### src/rtl/uart_tx_pkt_arbiter.sv
// Round-robin packet arbiter that shares one uart_tx between two byte streams.
// Each packet goes out as header, payload, then an XOR checksum of the payload.
module uart_tx_pkt_arbiter #(
    parameter logic [7:0] HDR0           = 8'hA5,
    parameter logic [7:0] HDR1           = 8'h5A,
    parameter int         TIMEOUT_CYCLES = 1250000
) (
    input  logic       clk,
    input  logic       rst_n,
    input  logic [7:0] s0_data,
    input  logic       s0_valid,
    input  logic       s0_last,
    output logic       s0_ready,
    input  logic [7:0] s1_data,
    input  logic       s1_valid,
    input  logic       s1_last,
    output logic       s1_ready,
    output logic       tx_start,
    output logic [7:0] tx_data,
    input  logic       tx_busy,
    output logic [1:0] grant,
    output logic       pkt_done,
    output logic       timeout_err
);

    localparam logic [2:0] IDLE    = 3'd0;
    localparam logic [2:0] HDR     = 3'd1;
    localparam logic [2:0] GET     = 3'd2;
    localparam logic [2:0] SEND    = 3'd3;
    localparam logic [2:0] WAIT_HI = 3'd4;
    localparam logic [2:0] WAIT_LO = 3'd5;
    localparam logic [2:0] CSUM    = 3'd6;

    localparam int               CNT_W    = $clog2(TIMEOUT_CYCLES + 1);
    localparam logic [CNT_W-1:0] CNT_LAST = CNT_W'(TIMEOUT_CYCLES - 1);

    logic [2:0]       state;
    logic [2:0]       ret_state;
    logic [7:0]       csum;
    logic [CNT_W-1:0] idle_cnt;
    logic             last_s1;

    logic       sel_valid;
    logic       sel_last;
    logic [7:0] sel_data;
    logic       pick_s1;

    // NOTE: every signal written here gets a default first, so no path can infer a latch.
    always_comb begin
        sel_valid = s0_valid;
        sel_last  = s0_last;
        sel_data  = s0_data;
        if (grant[1]) begin
            sel_valid = s1_valid;
            sel_last  = s1_last;
            sel_data  = s1_data;
        end
    end

    // On a tie the source that was not served last wins.
    assign pick_s1  = s1_valid && (!s0_valid || !last_s1);

    assign s0_ready = (state == GET) && grant[0];
    assign s1_ready = (state == GET) && grant[1];
    assign tx_start = (state == HDR) || (state == SEND);

    // NOTE: all state below uses non-blocking assignments so every register updates from pre-edge values.
    always_ff @(posedge clk or negedge rst_n) begin
        if (!rst_n) begin
            state       <= IDLE;
            ret_state   <= IDLE;
            csum        <= 8'h00;
            idle_cnt    <= '0;
            last_s1     <= 1'b1;
            tx_data     <= 8'h00;
            grant       <= 2'b00;
            pkt_done    <= 1'b0;
            timeout_err <= 1'b0;
        end else begin
            pkt_done    <= 1'b0;
            timeout_err <= 1'b0;
            case (state)
                IDLE: begin
                    if ((s0_valid || s1_valid) && !tx_busy) begin
                        grant     <= pick_s1 ? 2'b10 : 2'b01;
                        tx_data   <= pick_s1 ? HDR1 : HDR0;
                        csum      <= 8'h00;
                        ret_state <= GET;
                        state     <= HDR;
                    end
                end
                HDR, SEND: state <= WAIT_HI;
                WAIT_HI: begin
                    if (tx_busy) state <= WAIT_LO;
                end
                WAIT_LO: begin
                    if (!tx_busy) begin
                        state    <= ret_state;
                        idle_cnt <= '0;
                        if (ret_state == IDLE) begin
                            pkt_done <= 1'b1;
                            grant    <= 2'b00;
                            last_s1  <= grant[1];
                        end
                    end
                end
                GET: begin
                    if (sel_valid) begin
                        tx_data   <= sel_data;
                        csum      <= csum ^ sel_data;
                        idle_cnt  <= '0;
                        ret_state <= sel_last ? CSUM : GET;
                        state     <= SEND;
                    end else if (idle_cnt == CNT_LAST) begin
                        // Stalled source: close the packet with an inverted checksum.
                        timeout_err <= 1'b1;
                        tx_data     <= csum ^ 8'hFF;
                        ret_state   <= IDLE;
                        state       <= SEND;
                    end else begin
                        idle_cnt <= idle_cnt + 1'b1;
                    end
                end
                CSUM: begin
                    tx_data   <= csum;
                    ret_state <= IDLE;
                    state     <= SEND;
                end
                default: state <= IDLE;
            endcase
        end
    end

endmodule
### config.mk
export PLATFORM = sky130hd
export DESIGN_NAME = uart_tx_pkt_arbiter
export DESIGN_NICKNAME = d
export VERILOG_FILES = /design/src/rtl/uart_tx_pkt_arbiter.sv
export SDC_FILE = /design/constraint.sdc
export NUM_CORES = 1
export LEC_CHECK = 0
export ABC_CLOCK_PERIOD_IN_PS = 7500
export CORE_UTILIZATION = 59
export DETAILED_ROUTE_END_ITERATION = 8
export PLACE_DENSITY = 0.94
export SYNTH_ARGS = -nofsm -noshare
export SYNTH_HDL_FRONTEND = slang
export SYNTH_SLANG_ARGS = --single-unit
### constraint.sdc
create_clock -name clk -period 7.5 [get_ports clk]
set_input_delay 1.5 -clock clk [delete_from_list [all_inputs] [get_ports clk]]
set_output_delay 1.5 -clock clk [all_outputs]
set_load 0.1 [all_outputs]
# --- Word level (Yosys, flattened, before mapping) ---
# Index checks and enable logic that the tools add are counted.
classes:
  mux: 37
  n_reduce_logical: 23
  bitwise_logic: 3
  n_addsub: 1
  n_eq_ne: 14
op_table:
  columns: ["cell", "count"]
  rows:
  - ["2-to-1 mux 21 bit", 3]
  - ["2-to-1 mux 8 bit", 7]
  - ["one-hot mux 21 bit (2 select lines)", 1]
  - ["2-to-1 mux 3 bit", 9]
  - ["one-hot mux 8 bit (3 select lines)", 1]
  - ["adder 21 x 1 -> 21 bit (second input constant)", 1]
  - ["== test 21 bit (second input constant)", 1]
  - ["one-hot mux 3 bit (6 select lines)", 1]
  - ["one-hot mux 8 bit (2 select lines)", 1]
  - ["AND reduction 3 bit", 4]
  - ["!= test 2 bit (second input constant)", 5]
  - ["== test 3 bit (second input constant)", 3]
  - ["one-hot mux 3 bit (3 select lines)", 1]
  - ["2-to-1 mux 1 bit", 8]
  - ["2-to-1 mux 2 bit", 4]
  - ["inverter 8 bit", 1]
  - ["AND reduction 4 bit", 2]
  - ["XOR 8 bit", 1]
  - ["== test 3 x 2 -> 1 bit (second input constant)", 2]
  - ["zero test 3 bit", 2]
  - ["nonzero test 2 bit", 3]
  - ["logical AND 1 bit", 4]
  - ["one-hot mux 2 bit (2 select lines)", 1]
  - ["== test 3 x 1 -> 1 bit (second input constant)", 1]
  - ["other kinds (7)", 11]
word_totals:
  in_bits: 23
  out_inout_bits: 15
  regBits: 48

# --- Depth between registers and ports, before layout ---
logic_depth:
  depth_word: 6
  depth_mapped: 8
  depth_no_buf: 6

# --- Worst setup path before layout ---
# No wires, ideal clock.
synth_timing:
  path_type: "reg-to-output"
  startpoint: "register grant[1]"
  endpoint: "output s1_ready"
  path_buffers: 2
  arrival_time_ns: 2.404
  setup_slack_ns: 3.596
  stages_incl_launch_ff: 4
  path_cell_list: "dfrtp_1 > clkbuf_1 > buf_1 > and2_1"
synth_via:
  elab_chain_len: 1
synth_rtl:
  columns: ["item", "line_no", "rtl"]
  rows:
  - ["start: declaration", "21", "output logic [1:0] grant,"]
  - ["start signal: assignment", "85", "grant <= pick_s1 ? 2'b10 : 2'b01;"]
  - ["logical AND 1 bit", "64", "assign s1_ready = (state == GET) && grant[1];"]
  - ["end: declaration", "17", "output logic s1_ready,"]
# No other way between the ends.

# --- Worst setup path in the final report ---
layout_timing:
  startpoint: "register state[2]"
  endpoint: "output s1_ready"
layout_via:
  elab_chain_len: 2
layout_rtl:
  columns: ["item", "line_no", "rtl"]
  rows:
  - ["start: declaration", "37", "logic [2:0] state;"]
  - ["start signal: assignment", "98", "state <= ret_state;"]
  - ["== test 3 x 2 -> 1 bit", "64", null]
  - ["logical AND 1 bit", "64", null]
# No other way between the ends.

==> metrics.md <==
| Metric | Value |
|---|---|
| Status | `complete, no violations` |
| Post-synth EDFFs | `0` |
| Ys flop type | `dfrtp_1` |
| GR Overflow Total | `0` |
| RR Startpoint | `grant[1]` |
| Slew HR | `0.274` |
| Critical Path Source Type | `flip-flop` |
| Int Power | `0.596 mW` |
| Clock slew at reported path FFs | `0.09 ns` |
| Htree depth | `2` |
| Netlist cell types | `51` |
| Worst hold margin | `0.515 ns` |
| Via count | `2,433` |
| WP data arrival | `3.18 ns` |
| Layout Utilization | `0.720` |
| Synthesized Nets | `313` |
| First-pass GRT wire length | `10,800 um` |
| Worst Skew | `0.00749 ns` |
| CTS Root Buffer Type | `clkbuf_8` |
| Total CTS buffers | `5` |
| Post-layout power | `1.17 mW` |
| Post-placement cell area | `3060 um2` |
| DRT Pass-1 Iters | `6` |
| Share of total power in sequential cells | `0.342` |
| Yosys top cell by area | `dfrtp_1` |
| Total core area | `4350 um2` |
| Hold Fails Final Rpt | `0` |
| Crit path from | `state[2]` |
| Leakage | `1.32 nW` |
| Nets@finish | `343` |
| Area delta synth->final | `16.8%` |
| Skew-Pair Late Insertion Delay | `0.31 ns` |
| Vias in the first global route | `2,255` |
| DR WL/cell | `17.3 um` |
| Post-CTS setup buffer count | `0` |
| Synthesized area | `2690 um2` |
| VDD IR max | `0.338 mV` |
| Power density cells | `373 nW/um2` |
| RePlAce Congestion | `0.890` |
| Clock power share | `0.129` |
| Chip height | `69.5 um` |
| Die Wd | `69.5 um` |
| Total track usage | `0.281` |
| Yosys reg bits | `47` |
| Worst reg2reg path endpoint | `tx_data[5]` |
| Max Cap Viol | `0` |
| Drt drc | `0` |
| Final Critical Period | `4.68 ns` |
| Max Fclk | `214 MHz` |
| Core Rows | `24` |
| Setup ws final | `2.82 ns` |
| CP max FO | `20` |
| CTS max path bufs | `2` |
| Combinational Power Share | `0.529` |
| 1st-iter DRT viols | `301` |
| TritonCTS clock tree | `done` |
| Initial Util | `0.617` |
| Post-Place Setup Slack | `3.20 ns` |
| Sw Share | `0.490` |
| Hold Crit Start | `tx_data[4]` |
| Critical path type | `reg -> out` |
| Post-CTS Resized | `0` |
| Crit path capture type | `output port` |
| Number of fill cells in the layout | `320` |
| Final period util | `0.624` |
| Slew Limit Fails | `0` |
| Synth Instances | `289` |
| HPWL Detailed | `4510 um` |
| Boundary pin count | `38` |
| Yosys warns | `0` |
| Initial antenna violation count | `0` |
| Post-route insts no fill | `372` |
| Post-DRT Antenna Nets | `0` |
| Post-CTS Hold Buffers | `0` |
| Pin count of the biggest net entering global routing | `48` |
| Share of the synthesized area in the top cell type | `0.429` |
| DIE AREA | `4820 um2` |
| Design area | `3140 um2` |
| Vias per cell | `6.54` |
| WL final | `6420 um` |
| Clk sinks | `47` |
| N_diodes | `0` |
| Cells on Worst Hold Path | `1` |
| Switch Pwr | `0.574 mW` |
| Worst hold path type | `reg -> reg` |
| Share of layout cells above drive strength 1 | `0.0875` |
| Mean post-synth cell area | `9.29 um2` |
| Setup TNS | `0 ns` |
| Hold worst-path end | `tx_data[4]` |
| RSZ-0062 raised after global routing | `no` |
| Port bufs | `37` |
| CP required | `6.00 ns` |
| Top post-synthesis cells by area | `dfrtp_1, o21ai_0, mux2i_1` |
| Reg2reg setup slack | `4.29 ns` |
| Placed cells | `364` |
| Fraction of registers with async set/reset | `1.00` |
| Register area share after synthesis | `0.438` |
| R2R cell count | `5` |
| Worst-Margin Slew | `1.08 ns` |
| Endpoints failing setup | `0` |
==> power by group through the flow <==
| stage | Sequential, mW | Clock (mW) | Combinational [mW] |
|---|---|---|---|
| after floorplan | 0.564 | 0 | 0.309 |
| after global placement | 0.397 | 0 | 0.600 |
| after detailed placement | 0.402 | 0 | 0.613 |
| after CTS | 0.398 | 0.153 | 0.616 |
| after global routing | 0.410 | 0.162 | 0.651 |
| final | 0.400 | 0.150 | 0.619 |
==> metal layers <==
layer	up-vias	GRT usage	routed length, um
li1	1118	-	-
met3	15	0.0596	567
met4	0	0.107	133
met5	-	0	0
met2	135	0.419	3020
met1	1165	0.402	2700
==> critical path, cell delays in order (launching register included) <==
cell             delay, ns
dfrtp_1               0.60
nor3b_1               0.87
and2_1                0.26
clkdlybuf4s50_1       1.14
==> worst max-delay path by stage <==
stage | to | slack [ns] | cells past startpoint
floorplan | s1_ready | 3.60 | 3
global placement | s0_ready | 3.21 | 3
detailed placement | s1_ready | 3.20 | 3
CTS | s1_ready | 2.86 | 3
global route | s0_ready | 2.64 | 3
finish | s1_ready | 2.82 | 3
==> final cells by class <==
class	instances	area, um2	area share
timing repair buffer	39	380	0.121
clock buffer	7	76.3	0.0243
sequential	47	1180	0.375
multi-input combinational	221	1410	0.451
clock inverter	1	5.00	0.00160
tap	52	65.1	0.0207
inverter	5	18.8	0.00598
==> cells in the mapped netlist (2+ instances only) <==
library cell and count:
mux2_2 6, a21o_1 2, xnor2_1 5, nor3_1 4, mux2i_1 13, or3_1 4, nand4bb_1 2, nor4_1 5
a211o_1 2, o31ai_1 6, and2_1 2, inv_1 5, nor2_1 29, nand3_1 11, clkbuf_1 13, dfrtp_1 46
o31a_1 2, nor2b_1 5, o21ai_0 29, nand4_1 6, a41oi_1 2, xor2_1 3, a21oi_1 8, a31oi_1 15
a21boi_0 2, nand2_1 29, buf_6 2, and3_1 2, mux2_4 7
==> layout by cell type, fill, tap and decap left out, types with 6 or more instances in the layout <==
| cell type | instances |
|---|---|
| a31oi_1 | 15 |
| o31ai_1 | 6 |
| mux2_2 | 6 |
| nand2_1 | 29 |
| clkdlybuf4s50_1 | 36 |
| nand4_1 | 6 |
| o21ai_0 | 29 |
| nor2_1 | 29 |
| mux2i_1 | 13 |
| mux2_4 | 7 |
| dfrtp_1 | 46 |
| nand3_1 | 11 |
| a21oi_1 | 8 |
==> state kept, by name (all words and copies together) (netlist names) <==
signal and cells:
state 3, last_s1 1, tx_data 8, idle_cnt 21, ret_state 2, pkt_done 1
grant 2, csum 8, timeout_err 1
==> cell families (layout without fill, tap and decap cells) <==
| logic type | Yosys count | count (layout) | share of synthesized area |
|---|---|---|---|
| simple gates | 108 | 108 | 0.201 |
| compound gates | 78 | 78 | 0.182 |
| flops | 47 | 47 | 0.438 |
| mux | 26 | 26 | 0.113 |
| buf+inv | 21 | 52 | 0.0349 |
| xor+xnor | 8 | 8 | 0.0261 |
| fa+ha+maj | 1 | 1 | 0.00466 |
(Power assumes the default switching activity.)
